==> config.mk <==
export PLATFORM = sky130hd
export DESIGN_NAME = usbdev_aon_suspend_seq
export DESIGN_NICKNAME = d
export VERILOG_FILES = /design/src/rtl/usbdev_pkg.sv /design/src/rtl/usbdev_aon_suspend_seq.sv
export SDC_FILE = /design/constraint.sdc
export NUM_CORES = 1
export LEC_CHECK = 0
export ABC_CLOCK_PERIOD_IN_PS = 5600
export CELL_PAD_IN_SITES_DETAIL_PLACEMENT = 1
export CELL_PAD_IN_SITES_GLOBAL_PLACEMENT = 1
export CORE_ASPECT_RATIO = 0.75
export CORE_UTILIZATION = 35
export CTS_CLUSTER_SIZE = 40
export DETAILED_ROUTE_END_ITERATION = 12
export DONT_BUFFER_PORTS = 1
export GPL_ROUTABILITY_DRIVEN = 0
export PLACE_DENSITY_LB_ADDON = 0.08
export SYNTH_ARGS = -nofsm -noshare
export SYNTH_HDL_FRONTEND = slang
export SYNTH_SLANG_ARGS = --single-unit
export TNS_END_PERCENT = 20
==> constraint.sdc <==
create_clock -name clk_aon_i -period 5.6 [get_ports clk_aon_i]
set_clock_uncertainty 0.2 [all_clocks]
set_input_delay 0.84 -clock clk_aon_i [delete_from_list [all_inputs] [get_ports clk_aon_i]]
set_output_delay 0.84 -clock clk_aon_i [all_outputs]
set_load 0.02 [all_outputs]
==> src/rtl/usbdev_pkg.sv <==
// usbdev_pkg
//   Shared types and constants for the usbdev always-on (AON) logic.
//   - aon_seq_state_e : state encoding of the AON suspend/wake sequencer
//   - WakeReason*     : bit positions inside the sticky wake-reason vector
package usbdev_pkg;

    // Sequencer states. Encodings 5..7 are unused and recover to IdleSt.
    typedef enum logic [2:0] {
        IdleSt    = 3'd0,
        ArmSt     = 3'd1,
        ActiveSt  = 3'd2,
        WakeSt    = 3'd3,
        ReleaseSt = 3'd4
    } aon_seq_state_e;

    // Bit positions in wake_reason_o.
    localparam int WakeReasonNotIdle   = 0;
    localparam int WakeReasonBusReset  = 1;
    localparam int WakeReasonSenseLost = 2;

endpackage : usbdev_pkg

==> src/rtl/usbdev_aon_suspend_seq.sv <==
// usbdev_aon_suspend_seq
//   AON-domain sequencer between the synchronized usbdev register pulses and
//   the always-on wake detector. It turns the IP's suspend / wake-ack pulses
//   into the level handshake the detector expects, latches the wake reasons
//   reported while suspended, and raises a level wake event toward the power
//   manager.
//
// Parameters
//   ArmTimeout : max cycles to wait for detect_active_i=1 after a suspend request
//   RelTimeout : max cycles to wait for detect_active_i=0 after a wake ack
//
// Ports
//   clk_aon_i          in   AON clock
//   rst_aon_i          in   synchronous, active-high reset
//   suspend_req_i      in   1-cycle pulse: enter suspend
//   wake_ack_i         in   1-cycle pulse: software acks the wake / aborts
//   detect_active_i    in   detector active status
//   wake_req_i         in   detector wake request (level)
//   bus_not_idle_i     in   detector event: non-idle seen
//   bus_reset_i        in   detector event: bus reset seen
//   sense_lost_i       in   detector event: VBUS lost
//   suspend_req_aon_o  out  level suspend request to the detector
//   wake_ack_aon_o     out  level wake ack to the detector
//   wake_event_o       out  level wake request to the power manager
//   wake_reason_o      out  sticky reasons {sense_lost, bus_reset, not_idle}
//   state_o            out  current FSM state (debug)
//   err_timeout_o      out  1-cycle pulse on arm or release timeout
module usbdev_aon_suspend_seq
    import usbdev_pkg::*;
#(
    parameter int ArmTimeout = 16,
    parameter int RelTimeout = 16
) (
    input  logic       clk_aon_i,
    input  logic       rst_aon_i,
    input  logic       suspend_req_i,
    input  logic       wake_ack_i,
    input  logic       detect_active_i,
    input  logic       wake_req_i,
    input  logic       bus_not_idle_i,
    input  logic       bus_reset_i,
    input  logic       sense_lost_i,
    output logic       suspend_req_aon_o,
    output logic       wake_ack_aon_o,
    output logic       wake_event_o,
    output logic [2:0] wake_reason_o,
    output logic [2:0] state_o,
    output logic       err_timeout_o
);

    // One shared counter serves both timed states, so it is sized for the
    // larger of the two limits.
    localparam int CntMax = (ArmTimeout > RelTimeout) ? ArmTimeout : RelTimeout;
    localparam int CntW   = $clog2(CntMax + 1);

    localparam logic [CntW-1:0] ArmLast = CntW'(ArmTimeout - 1);
    localparam logic [CntW-1:0] RelLast = CntW'(RelTimeout - 1);
    localparam logic [CntW-1:0] CntSat  = {CntW{1'b1}};

    aon_seq_state_e  state_q, state_d;
    logic [CntW-1:0] cnt_q, cnt_d;
    logic [2:0]      reason_q, reason_d;
    logic            err_d;
    logic            suspend_d, wake_ack_d, wake_event_d;
    logic [2:0]      events;

    always_comb begin
        events                      = '0;
        events[WakeReasonNotIdle]   = bus_not_idle_i;
        events[WakeReasonBusReset]  = bus_reset_i;
        events[WakeReasonSenseLost] = sense_lost_i;
    end

    // Next-state / next-output logic.
    always_comb begin
        // NOTE: every variable gets a default before the case so that no path
        // leaves one unassigned, which would otherwise infer a latch.
        state_d  = state_q;
        reason_d = reason_q;
        err_d    = 1'b0;

        case (state_q)
            IdleSt: begin
                // wake_ack_i is deliberately ignored here.
                if (suspend_req_i) begin
                    state_d  = ArmSt;
                    reason_d = '0;
                end
            end

            ArmSt: begin
                // An abort from software wins over both the detector and the timeout.
                if (wake_ack_i) begin
                    state_d = ReleaseSt;
                end else if (detect_active_i) begin
                    state_d = ActiveSt;
                end else if (cnt_q == ArmLast) begin
                    state_d = IdleSt;
                    err_d   = 1'b1;
                end
            end

            ActiveSt: begin
                reason_d = reason_q | events;
                // Ack beats a coincident wake request; reasons are still captured.
                if (wake_ack_i) begin
                    state_d = ReleaseSt;
                end else if (wake_req_i) begin
                    state_d = WakeSt;
                end
            end

            WakeSt: begin
                // No timeout: the wake stays asserted until software acks it.
                reason_d = reason_q | events;
                if (wake_ack_i) begin
                    state_d = ReleaseSt;
                end
            end

            ReleaseSt: begin
                if (!detect_active_i) begin
                    state_d = IdleSt;
                end else if (cnt_q == RelLast) begin
                    state_d = IdleSt;
                    err_d   = 1'b1;
                end
            end

            default: begin
                state_d = IdleSt;
            end
        endcase
    end

    // Cycle counter: restarts on every state change, counts only in the two
    // timed states and sticks at all-ones rather than wrapping.
    always_comb begin
        cnt_d = cnt_q;
        if (state_d != state_q) begin
            cnt_d = '0;
        end else if ((state_q == ArmSt || state_q == ReleaseSt) && cnt_q != CntSat) begin
            cnt_d = cnt_q + CntW'(1);
        end
    end

    // Outputs are decoded from the next state and registered, so each one
    // changes on the same edge as the state it belongs to.
    always_comb begin
        suspend_d    = (state_d == ArmSt) || (state_d == ActiveSt) || (state_d == WakeSt);
        wake_ack_d   = (state_d == ReleaseSt);
        wake_event_d = (state_d == WakeSt);
    end

    // NOTE: sequential state uses non-blocking assignments only, so every
    // register samples the pre-edge value of its inputs.
    always_ff @(posedge clk_aon_i) begin
        if (rst_aon_i) begin
            state_q           <= IdleSt;
            cnt_q             <= '0;
            reason_q          <= '0;
            suspend_req_aon_o <= 1'b0;
            wake_ack_aon_o    <= 1'b0;
            wake_event_o      <= 1'b0;
            err_timeout_o     <= 1'b0;
        end else begin
            state_q           <= state_d;
            cnt_q             <= cnt_d;
            reason_q          <= reason_d;
            suspend_req_aon_o <= suspend_d;
            wake_ack_aon_o    <= wake_ack_d;
            wake_event_o      <= wake_event_d;
            err_timeout_o     <= err_d;
        end
    end

    assign wake_reason_o = reason_q;
    assign state_o       = state_q;

endmodule : usbdev_aon_suspend_seq

## Word level (Yosys, flattened, before mapping)

Index checks and enable logic that the tools add are counted.

- Output and inout port bits: 10
- Register bits: 15
- Bits in writable memories: 0
- Logic and storage cells: 46
- Memories: 0
- Memory bits (read-only): 0
- Bits in latches: 0

- Reduce and logical (&&, ||, !) cells: 9
- $mul: 0
- Div/mod/pow operators: 0
- Shift-type cells: 0
- Equal/unequal tests: 12
- Magnitude comparators: 0
- Bitwise logic cells: 1
- Add/sub/neg operators: 1
- Mux-type cells: 16

Operators by type and width:

| cell | count |
|---|---|
| 3-bit 2-to-1 mux | 9 |
| 3-bit case mux with 5 select lines | 1 |
| 3-bit by 2-bit equality test with 1-bit output (second input constant) | 4 |
| 3-bit by 1-bit equality test with 1-bit output (second input constant) | 2 |
| 3-bit equality test (second input constant) | 2 |
| 3-bit case mux with 2 select lines | 1 |
| 5-bit by 1-bit adder with 5-bit output (second input constant) | 1 |
| 5-bit by 4-bit equality test with 1-bit output (second input constant) | 1 |
| 5-bit != test (second input constant) | 1 |
| 1-bit 2-to-1 mux | 4 |
| 2-bit OR reduction | 2 |
| 3-bit zero test | 1 |
| 1-bit logical OR | 3 |
| 3-bit != test | 1 |
| 3-bit OR | 1 |
| 2-bit != test (second input constant) | 1 |
| 1-bit case mux with 2 select lines | 1 |
| 2-bit AND reduction | 1 |
| 2-bit nonzero test | 1 |
| 1-bit logical AND | 1 |

## Depth between registers and ports, before layout

Gate-level depths: netlist of run 1.

- Word-level depth: 8
- Gate-level depth with buffers: 7

## Worst setup path after synthesis of run 1

OpenSTA, ideal clock, no wires.

- Path kind: register -> register
- Start: register cnt_q[0]
- End: register wake_event_o
- Data required time: 5.284 ns
- Period minus slack after synthesis: 2.327 ns
- Arrival: 2.011 ns
- Library setup time: 0.116 ns
- Path buffers: 0
- Slack: 3.273 ns
- Cell stages (with the launch flop): 8
- Cell sequence: dfxtp_1 -> ha_1 -> and3_1 -> ha_1 -> or4b_1 -> mux2_2 -> nor2b_1 -> and3_1

- Word-level cells in the longest chain between the ends: 6
- Elaborated cells on any way between the ends: 7
- Those cells by class: eq/ne: 2; mux: 5

RTL lines:

| what | RTL line | text |
|---|---|---|
| start: declaration | usbdev_aon_suspend_seq.sv:61 | `logic [CntW-1:0] cnt_q, cnt_d;` |
| start signal: assignment | usbdev_aon_suspend_seq.sv:168 | `cnt_q <= cnt_d;` |
| 5-bit by 4-bit equality test with 1-bit output (*) | usbdev_aon_suspend_seq.sv:97, usbdev_aon_suspend_seq.sv:124 |  |
| 3-bit 2-to-1 mux (*) | usbdev_aon_suspend_seq.sv:97, usbdev_aon_suspend_seq.sv:124 |  |
| 3-bit 2-to-1 mux | usbdev_aon_suspend_seq.sv:95 | `end else if (detect_active_i) begin` |
| 3-bit 2-to-1 mux | usbdev_aon_suspend_seq.sv:93 | `if (wake_ack_i) begin` |
| 3-bit case mux with 5 select lines (*) | usbdev_aon_suspend_seq.sv:82 | `case (state_q)` |
| 3-bit by 2-bit equality test with 1-bit output (*) | usbdev_aon_suspend_seq.sv:152 | `wake_event_d = (state_d == WakeSt);` |
| end signal: assignment | usbdev_aon_suspend_seq.sv:172 | `wake_event_o <= wake_event_d;` |
| end: declaration | usbdev_aon_suspend_seq.sv:45 | `output logic wake_event_o,` |

Every way passes the cells marked *; elsewhere a longest branch is shown, timed or not.
A chain may end at the register's enable or synchronous reset.

## Worst setup path after layout of run 1

Same ends and word-level chain as after synthesis.

==> summary.txt, run 1 <==
Status
  – Outcome: finished, final reports clean

Setup path
  – FF-to-FF setup slack: 3.13 ns
  – Critical path's slowest cell: or4b_1
  – Worst Setup Start Kind: flop
  – WS Path Type: flop to flop
  – Critical path cell sequence: ha_1, and3_1, ha_1, or4b_1, mux2_2, nor2b_1, and3_1
  – Setup crit end kind: flop
  – Reg-to-Reg End: wake_event_o$_SDFF_PP0_
  – FF-to-FF path depth: 7
  – Slowest stage delay, CP: 0.55 ns
  – Req. time, crit path: 5.59 ns
  – Crit path arrival time: 2.46 ns
  – Crit path max fanout: 5
  – Critical R2R Launch: cnt_q[0]$_SDFFE_PP0P_

Route
  – Avg WL per Cell: 15.4 um
  – Vias/cell: 5.72
  – DR DRC count: 0
  – Initial DRC count: 10
  – First-pass iteration count of the detailed router: 3
  – Post-Route WL: 1.62 mm
  – Vias: 601
  – Number of antenna-violating nets in the routed design: 0

Synthesis
  – Adder-cell share of the synthesized area: 0.0513
  – Post-synthesis cell type count: 27
  – Mux contribution to synthesized area: 0.0444
  – Synth Area in XOR/XNOR: 0.0479
  – Synth top area cells: dfxtp_1 41%, ha_1 5.1%, nor2b_1 5.1%
  – Main synth FF type: dfxtp_1
  – Syn Inst Count: 82
  – Cell with the most instances after synthesis: dfxtp_1
  – Synth Cell Area: 732 um2
  – Post-synthesis compound-gate area fraction: 0.159
  – Warnings from Yosys: 0
  – Synth Area in Simple Gates: 0.255
  – Post-synth EDFFs: 0
  – Synthesized flop and latch total: 15
  – Sequential element share of the synthesized area: 0.410
  – Syn nets: 94
  – FFs w/ async S/R, synth: 0
  – Yosys top cell area share: 0.410
  – Syn Area/Cell: 8.93 um2
  – Largest family of logic cells by synthesized area: simple AND/OR/NAND/NOR gates
  – Top cells by count, synth: 15 x dfxtp_1, 8 x nor2_1, 6 x a21oi_1, 6 x nor2b_1, 6 x nor3_1
  – Area leader, netlist: dfxtp_1

Finish
  – N_diodes: 0
  – Finished Layout Cells: 105
  – Share of layout cells above drive strength 1: 0.0964
  – Final Util: 0.421
  – Nets: 96
  – Area growth, synth to finish: 5.81%
  – Fill cells: 226

Hold path
  – Hold WC Path Type: flop to flop
  – Hold path cells: 2
  – Hold path endpoint: cnt_q[3]$_SDFFE_PP0P_
  – Hold_sp: cnt_q[3]$_SDFFE_PP0P_

Placed design
  – Dpl ws: 3.13 ns
  – Placed Cells: 101
  – Post-DP HPWL: 1.22 mm
  – Port Buffer Count: 0

Power and ir drop
  – VDD IR max: 0.156 mV
  – Final total power: 202 uW
  – PwrDens: 260 mW/mm2
  – Leakage: 0.000309 uW

STA
  – RSZ-0062 raised after global routing: false
  – Worst Slack Setup Final: 3.13 ns
  – Worst rel slew slack: 0.563
  – Pins Over Slew Limit: 0
  – TNS Setup: 0 ns
  – Fin. Hold Viols: 0
  – Period Utilization, post-route: 0.441
  – Worst Max-Slew Pin Slew: 0.655 ns
  – Final Setup Violations: 0
  – Period minus WS final: 2.47 ns
  – Max Freq: 0.405 GHz

Global routing
  – Initial antenna violation count: 0
  – Vias in the first global route: 541
  – Total grt overflow: 0
  – GRT Util Overall: 0.159
  – First-pass GRT wire length: 2.54 mm
  – Pin count of the biggest net entering global routing: 17

Clocking
  – Post-CTS sizing: 0
  – Sink Count: 15
  – Htree depth: 1
  – Clock root buffer: clkbuf_4
  – Clock Latency Late Sink: 0.29 ns
  – Clock slew at reported path FFs: 0.09 ns
  – CTS tree: yes
  – Postcts setup bufs: 0
  – Clk buf depth: 2
  – Post-CTS Hold Fix Bufs: 0
  – CTS buffer count: 3

Job
  – Max cap viols: 0

Floorplan
  – Die ar.: 0.00228 mm2
  – Die width: 54.8 um
  – I/O pin count: 19
  – Die height: 41.6 um
  – Initial Util: 0.398
  – Core area: 0.00184 mm2
  – Rows: 13
[worst max-delay path: cells and delay by family (launching register included)]
kind / cells / cell delay (ns)
AND/OR/NAND/NOR: 4 / 1.08
adder cells (fa/ha/maj): 2 / 0.45
flip-flops: 1 / 0.34
multiplexers: 1 / 0.31
[power breakdown]
| part | total [uW] | switching [uW] | internal, uW | leakage (uW) |
|---|---|---|---|---|
| registers | 117 | 7.56 | 109 | 0.000122 |
| logic | 21.0 | 11.3 | 9.67 | 0.000170 |
| clock network | 63.6 | 37.0 | 26.6 | 0.0000177 |
[how the worst max path moves through the flow]
stage	endpoint	cells after the start	slack [ns]	start
2_1_floorplan	wake_event_o$_SDFF_PP0_	7	3.27	cnt_q[0]$_SDFFE_PP0P_
3_3_place_gp	wake_event_o$_SDFF_PP0_	7	3.16	cnt_q[0]$_SDFFE_PP0P_
3_5_place_dp	wake_event_o$_SDFF_PP0_	7	3.13	cnt_q[0]$_SDFFE_PP0P_
4_1_cts	cnt_q[2]$_SDFFE_PP0P_	6	3.10	cnt_q[0]$_SDFFE_PP0P_
5_1_grt	cnt_q[4]$_SDFFE_PP0P_	6	3.00	cnt_q[0]$_SDFFE_PP0P_
6_report	wake_event_o$_SDFF_PP0_	7	3.13	cnt_q[0]$_SDFFE_PP0P_
[state kept, by name, summed over array words and instances (netlist names)]
name               count
cnt_q                  5
state_o                3
wake_reason_o          3
err_timeout_o          1
suspend_req_aon_o      1
wake_ack_aon_o         1
wake_event_o           1
[layout make-up]
type                       count  area [um2]  area share
clock buffer                   3        22.5      0.0291
sequential                    15         300       0.388
inverter                       3        11.3      0.0145
multi-input combinational     61         408       0.527
tap                           22        27.5      0.0355
clock inverter                 1        5.00     0.00646
[cells in the final DEF, fill, tap and decap left out, drive strengths merged]
| cell type | count |
|---|---|
| nor3 | 6 |
| ha | 3 |
| a21oi | 6 |
| and3b | 2 |
| nor4b | 1 |
| nor4 | 2 |
| mux2i | 1 |
| nor2b | 6 |
| a22oi | 1 |
| a31oi | 1 |
| dfxtp | 15 |
| o21ba | 2 |
| o21bai | 1 |
| inv | 3 |
| o21a | 2 |
| and3 | 3 |
| mux2 | 2 |
| clkinv | 1 |
| clkbuf | 3 |
| or4b | 1 |
| nand3 | 2 |
| or2b | 1 |
| a221o | 1 |
| nand2 | 1 |
| o21ai | 4 |
| xor2 | 4 |
| nor2 | 8 |
[per-stage QoR]
| step | hold WS, ns | instance area [um2] |
|---|---|---|
| after floorplan | 0.317 | 732 |
| after global placement | 0.352 | 747 |
| after detailed placement | 0.363 | 747 |
| after CTS | 0.384 | 774 |
| after global routing | 0.382 | 774 |
| final | 0.377 | 774 |
[per-layer routing]
layer  vias to the layer above  global-route usage  part of all wire
met2                        14               0.193              0.42
li1                        294                   -                 -
met5                         -                   0                 0
met3                         4              0.0916             0.067
met1                       289               0.230              0.50
met4                         0              0.0462             0.013
[logic make-up after synthesis]
group / Yosys count
buffers and inverters: 6
flip-flops: 15
AO/OA/AOI/OAI: 18
adder cells (fa/ha/maj): 3
multiplexers: 3
XOR/XNOR: 4
AND/OR/NAND/NOR: 33
Note: power is estimated with default switching activity, not from simulation.
==> run 2, diff against run 1 <==
ABC_CLOCK_PERIOD_IN_PS = 2300   (was 5600)
clock period = 2.3 ns   (was 5.6 ns; I/O delays follow)
==> run 2 against run 1 <==
  * Core utilization grew 8.0 points
  * Setup slack lost 3.1 ns
  * Sequential power grew 140%
  * Register-to-register slack lost 3.1 ns
  * Clock-buffer cell count is the same
  * Power grew to 2.6 times the previous value
  * Hold slack lost 0.36 ns
  * Critical path type unchanged
  * Sequential share of layout area shrank 5.9 points
  * Highest routed layer is now met3
  * Fmax grew 8.4%
  * Global-route usage grew 4.4 points
  * Non-clock buffer count grew 11
==> summary.txt, run 2 (same netlist as run 1, synthesis figures left out) <==
Status
  – Outcome: finished, final reports clean

Route
  – DR DRC count: 0 (unchanged)
  – Avg WL per Cell: 17.4 um (+13%)
  – Vias/cell: 5.55 (-3.0%)
  – Top layer in use: met3
  – Initial DRC count: 12 (+2)
  – Post-Route M1 WL: 955 um (+18%)
  – Post-Route WL: 2.02 mm (+25%)
  – Vias: 644 (+7.2%)
  – First-pass iteration count of the detailed router: 3 (unchanged)
  – Routed wl met3: 134 um (+23%)
  – Metal2 WL: 934 um (+38%)
  – Number of antenna-violating nets in the routed design: 0 (unchanged)

Finish
  – Commonest non-fill, non-tap cell in the layout: dfxtp_1
  – Finished Layout Cells: 116 (+10%)
  – Fill cells: 226 (unchanged)
  – Most frequent cells in the layout: 13 x dfxtp_1, 9 x buf_4, 8 x nor2_1
  – Nets: 107 (+11%)
  – Fin area: 921 um2 (+19%)
  – Share of layout cells above drive strength 1: 0.287 (+0.191)
  – Most flops, register: cnt_q
  – Area growth, synth to finish: 25.8%
  – Max reg flops: 5 (unchanged)
  – N_diodes: 0 (unchanged)
  – Final Util: 0.501 (+0.0796)

STA
  – Fin. Hold Viols: 0 (unchanged)
  – Worst rel slew slack: 0.761 (+0.198)
  – Max Freq: 0.439 GHz (+8.4%)
  – Hold slack: 0.0181 ns (-0.359 ns)
  – Final Setup Violations: 0 (unchanged)
  – Period Utilization, post-route: 0.991 (+0.550)
  – Pins Over Slew Limit: 0 (unchanged)
  – Worst Max-Slew Pin Slew: 0.359 ns (-0.297 ns)
  – RSZ-0062 raised after global routing: true
  – Period minus WS final: 2.28 ns (-0.191 ns)

Floorplan
  – Die ar.: 0.00228 mm2 (unchanged)
  – I/O pin count: 19 (unchanged)
  – Die height: 41.6 um (unchanged)
  – Die width: 54.8 um (unchanged)
  – Rows: 13 (unchanged)
  – Initial Util: 0.398 (unchanged)
  – Core area: 0.00184 mm2 (unchanged)

Global routing
  – First-pass GRT wire length: 3.28 mm (+29%)
  – Pin count of the biggest net entering global routing: 16 (-1)
  – Vias in the first global route: 661 (+22%)
  – GRT Util Overall: 0.203 (+0.0443)
  – Total grt overflow: 0 (unchanged)
  – Initial antenna violation count: 0 (unchanged)

Setup path
  – Crit path arrival time: 2.30 ns (-0.16 ns)
  – CP dominant cell by count: ha_4
  – Setup crit end kind: flop
  – Critical path cell sequence: ha_4, and3_4, ha_4, or4b_4, a221o_2, nor3_2
  – Top delay family on crit path: simple AND/OR/NAND/NOR gates
  – Critical path buffer and inverter count: 0 (unchanged)
  – Worst Setup Start Kind: flop
  – Req. time, crit path: 2.32 ns (-3.27 ns)
  – Crit path max fanout: 5 (unchanged)
  – WS Path Type: flop to flop
  – Slowest stage delay, CP: 0.48 ns (-0.07 ns)
  – Critical path's slowest cell: or4b_4

Placed design
  – Cell Area, Placed: 810 um2 (+8.4%)
  – Port Buffer Count: 0 (unchanged)
  – Post-DP HPWL: 1.44 mm (+18%)
  – Placed Cells: 109 (+7.9%)

Hold path
  – Hold WC Path Type: input port to flop

Power and ir drop
  – Clock share of power: 0.308 (-0.007)
  – Net switching power: 153 uW (+170%)
  – Switch share: 0.291 (+0.0142)
  – VDD IR max: 0.406 mV (+160%)
  – Leakage: 0.000366 uW (+18%)
  – PwrDens: 570 mW/mm2 (+120%)
  – Combinational Power Share: 0.165 (+0.061)
  – Final total power: 525 uW (+160%)
  – Sequential share of power: 0.527 (-0.054)
  – Internal power: 372 uW (+160%)

Clocking
  – CTS tree: yes
  – Clk buf depth: 2 (unchanged)
  – Sink Count: 15 (unchanged)
  – Htree depth: 1 (unchanged)
  – Clock slew at reported path FFs: 0.10 ns (about the same)
  – Clock Latency Late Sink: 0.29 ns (about the same)
  – Clock root buffer: clkbuf_4
  – CTS buffer count: 3 (unchanged)

Job
  – Max cap viols: 0 (unchanged)
[run 2: cell count changes in the layout (fill, tap and decap cells not counted), sizes merged]
cell / change
buf: +9
dlygate4sd3: +2
clkinv: -1
clkinvlp: +1
[run 2: path summary, 6_finish.rpt]
path	startpoint	end	slack, ns	depth (start not counted)
max reg2reg	cnt_q[1]$_SDFFE_PP0P_	cnt_q[0]$_SDFFE_PP0P_	0.02	6
min reg2reg	cnt_q[1]$_SDFFE_PP0P_	cnt_q[1]$_SDFFE_PP0P_	0.39	2
min	bus_reset_i	wake_reason_o[1]$_SDFFE_PP0P_	0.02	2
max	cnt_q[1]$_SDFFE_PP0P_	cnt_q[0]$_SDFFE_PP0P_	0.02	6
[run 2: routing by layer]
| metal | vias up | global-route usage |
|---|---|---|
| li1 | 314 | - |
| met3 | 0 | 0.0989 |
| met2 | 17 | 0.280 |
| met1 | 313 | 0.287 |
| met4 | 0 | 0.0308 |
| met5 | - | 0 |
[run 2: area by class of cell]
type | count | area (um2) | share of cell area
inverters | 3 | 11.3 | 0.0122
repair buffers | 11 | 87.6 | 0.0951
clock buffers | 3 | 22.5 | 0.0245
clock inverters | 1 | 7.51 | 0.00815
well taps | 22 | 27.5 | 0.0299
flip-flops and latches | 15 | 303 | 0.329
multi-input cells | 61 | 462 | 0.501
[run 2: repair_timing]
item | CTS | global route
hold buffers | 2 | 0
resized for setup | 7 | 5
setup endpoints to repair | 7 | 8
pin swaps | 5 | 3
hold endpoints to repair | 5 | 0
buffers inserted | 1 | 0
[run 2: stage by stage]
stage | worst slack [ns] | setup TNS (ns)
global route | -0.0555 | -0.0555
global placement | -0.0299 | -0.0397
CTS | -0.00626 | -0.00626
finish | 0.0211 | 0
detailed placement | -0.0767 | -0.328
floorplan | 0.00152 | 0
[run 2: power by group through the flow]
stage	sequential (uW)	clock (uW)	combinational (uW)
floorplan	283	0	47.9
global placement	281	0	71.1
detailed placement	281	0	72.8
CTS	276	170	83.0
global route	278	183	95.3
finish	277	162	86.8
==> run 3, diff against run 2 <==
CORE_UTILIZATION = 25   (was 35)
==> run 3 against run 2 <==
  * Sequential power is essentially flat
  * Register-to-register slack is essentially flat
  * Hold slack gained 0.050 ns
  * Sequential share of layout area shrank 1.5 points
  * Critical path depth is the same
  * First-iteration DRC count grew 110%
  * Setup slack lost 0.012 ns
  * Combinational power shrank 1%
  * Non-clock buffer count is the same
  * Fmax shrank 0.52%
==> summary.txt, run 3 (same netlist as run 1, synthesis figures left out) <==
Route
  – Post-Route WL: 2.13 mm (+5.4%)
  – Vias: 646 (+0.31%)
  – First-pass iteration count of the detailed router: 2 (-1)
  – Number of antenna-violating nets in the routed design: 0 (unchanged)
  – DR DRC count: 0 (unchanged)
  – Vias/cell: 4.97 (-10%)
  – Initial DRC count: 25 (+13)
  – Avg WL per Cell: 16.4 um (-6.0%)

Placed design
  – Cell Area, Placed: 835 um2 (+3.1%)
  – Post-DP HPWL: 1.44 mm (-0.37%)
  – Port Buffer Count: 0 (unchanged)
  – Placed Cells: 124 (+14%)

Power and ir drop
  – VDD IR max: 0.231 mV (-43%)
  – PwrDens: 606 mW/mm2 (+6.2%)
  – Leakage: 0.000380 uW (+3.8%)

Clocking
  – Clock slew at reported path FFs: 0.06 ns (-0.04 ns)
  – Clock root buffer: clkbuf_8
  – Htree depth: 1 (unchanged)
  – CTS tree: yes
  – Sink Count: 15 (unchanged)
  – Clk buf depth: 2 (unchanged)
  – Clock Latency Late Sink: 0.25 ns (-0.04 ns)
  – CTS buffer count: 3 (unchanged)

Global routing
  – Met1 Track Usage GR: 0.185 (-0.102)
  – GRT Util Overall: 0.144 (-0.0590)
  – Gr busiest metal: met2
  – Vias in the first global route: 713 (+7.9%)
  – Pin count of the biggest net entering global routing: 13 (-3)
  – Total grt overflow: 0 (unchanged)
  – GRT met3 Usage: 0.0654 (-0.0335)
  – Initial antenna violation count: 0 (unchanged)
  – First-pass GRT wire length: 3.35 mm (+2.1%)
  – Met2 usage: 0.219 (-0.0602)

STA
  – Worst rel slew slack: 0.670 (-0.0903)
  – RSZ-0062 raised after global routing: true
  – Period Utilization, post-route: 0.996 (+0.00513)
  – Pins Over Slew Limit: 0 (unchanged)
  – Fin. Hold Viols: 0 (unchanged)
  – Final Setup Violations: 0 (unchanged)
  – Max Freq: 0.437 GHz (-0.52%)
  – Worst Max-Slew Pin Slew: 0.494 ns (+0.135 ns)
  – Period minus WS final: 2.29 ns (+0.0118 ns)

Floorplan
  – Die ar.: 0.00315 mm2 (+38%)
  – Die width: 64.5 um (+18%)
  – I/O pin count: 19 (unchanged)
  – Initial Util: 0.271 (-0.127)
  – Rows: 16 (+3)
  – Die height: 48.9 um (+17%)
  – Core area: 0.00270 mm2 (+47%)

Hold path
  – Hold WC Path Type: input port to flop

Setup path
  – Crit path max fanout: 5 (unchanged)
  – Critical path buffer and inverter count: 0 (unchanged)
  – Crit path arrival time: 2.26 ns (-0.04 ns)
  – Req. time, crit path: 2.27 ns (-0.05 ns)
  – Worst Setup Start Kind: flop
  – Top delay family on crit path: simple AND/OR/NAND/NOR gates
  – CP dominant cell by count: ha_4
  – Slowest stage delay, CP: 0.51 ns (+0.03 ns)
  – WS Path Type: flop to flop
  – Critical path's slowest cell: or4b_4
  – Critical path cell sequence: ha_4, and3_4, ha_4, or4b_4, a221o_2, nor3_2
  – Setup crit end kind: flop

Finish
  – Multi-input logic area: 472 um2 (+2.2%)
  – Fin area: 965 um2 (+4.8%)
  – Area growth, synth to finish: 31.8%
  – Most flops, register: cnt_q
  – Finished Layout Cells: 130 (+12%)
  – Commonest non-fill, non-tap cell in the layout: dfxtp_1
  – Fill cells: 326 (+44%)
  – Register Area: 303 um2 (unchanged)
  – Nets: 107 (unchanged)
  – Share of layout cells above drive strength 1: 0.309 (+0.0213)
  – Most frequent cells in the layout: 13 x dfxtp_1, 9 x buf_4, 8 x nor2_1
  – Max reg flops: 5 (unchanged)
  – N_diodes: 0 (unchanged)

Job
  – Max cap viols: 0 (unchanged)

Status
  – Outcome: finished, final reports clean
run 3: area by class of cell:
cell class	count	area share
tap	36	0.0467
clock inverter	1	0.00519
timing repair buffer	11	0.0908
clock buffer	3	0.0428
sequential	15	0.314
inverter	3	0.0117
multi-input combinational	61	0.489
run 3: final timing paths:
check                                       to                   from  depth (start not counted)  slack, ns
setup / recovery         cnt_q[1]$_SDFFE_PP0P_  cnt_q[1]$_SDFFE_PP0P_                          6      0.009
hold / removal    suspend_req_aon_o$_SDFF_PP0_              rst_aon_i                          2       0.07
setup reg to reg         cnt_q[1]$_SDFFE_PP0P_  cnt_q[1]$_SDFFE_PP0P_                          6      0.009
hold reg to reg          cnt_q[3]$_SDFFE_PP0P_  cnt_q[3]$_SDFFE_PP0P_                          2       0.37
run 3: worst reg2reg max path: stages, from the launching register on:
cell and delay (ns):
dfxtp_2 0.34, ha_4 0.16, and3_4 0.19, ha_4 0.16, or4b_4 0.51, a221o_2 0.48, nor3_2 0.18
run 3: timing repair:
action / in CTS / in global routing
hold buffers: 2 / 0
buffers inserted: 0 / 0
setup endpoints to repair: 6 / 6
endpoints found under the hold margin: 4 / 0
pin swaps: 1 / 7
gates resized for setup: 5 / 9
run 3: power breakdown:
group          total [uW]  switching (uW)  internal [uW]
Sequential            278            11.4            267
Combinational        85.5            47.0           38.6
Clock                 221             100            120
run 3: through the flow:
stage	hold slack (ns)	utilization	TNS (ns)	power (uW)	setup slack [ns]
finish	0.0676	0.357	0	585	0.00935
global route	0.0530	0.357	-0.132	622	-0.0515
CTS	0.0605	0.341	0	589	0.00965
detailed placement	0.220	0.309	-0.260	355	-0.0804
global placement	0.218	0.309	-0.179	354	-0.0457
floorplan	0.217	-	0	331	0.00152
run 3: layer usage:
layer / wire [um] / up-vias
met5: 0 / -
met4: 17 / 0
met3: 116 / 4
met2: 915 / 14
met1: 1080 / 315
li1: - / 313
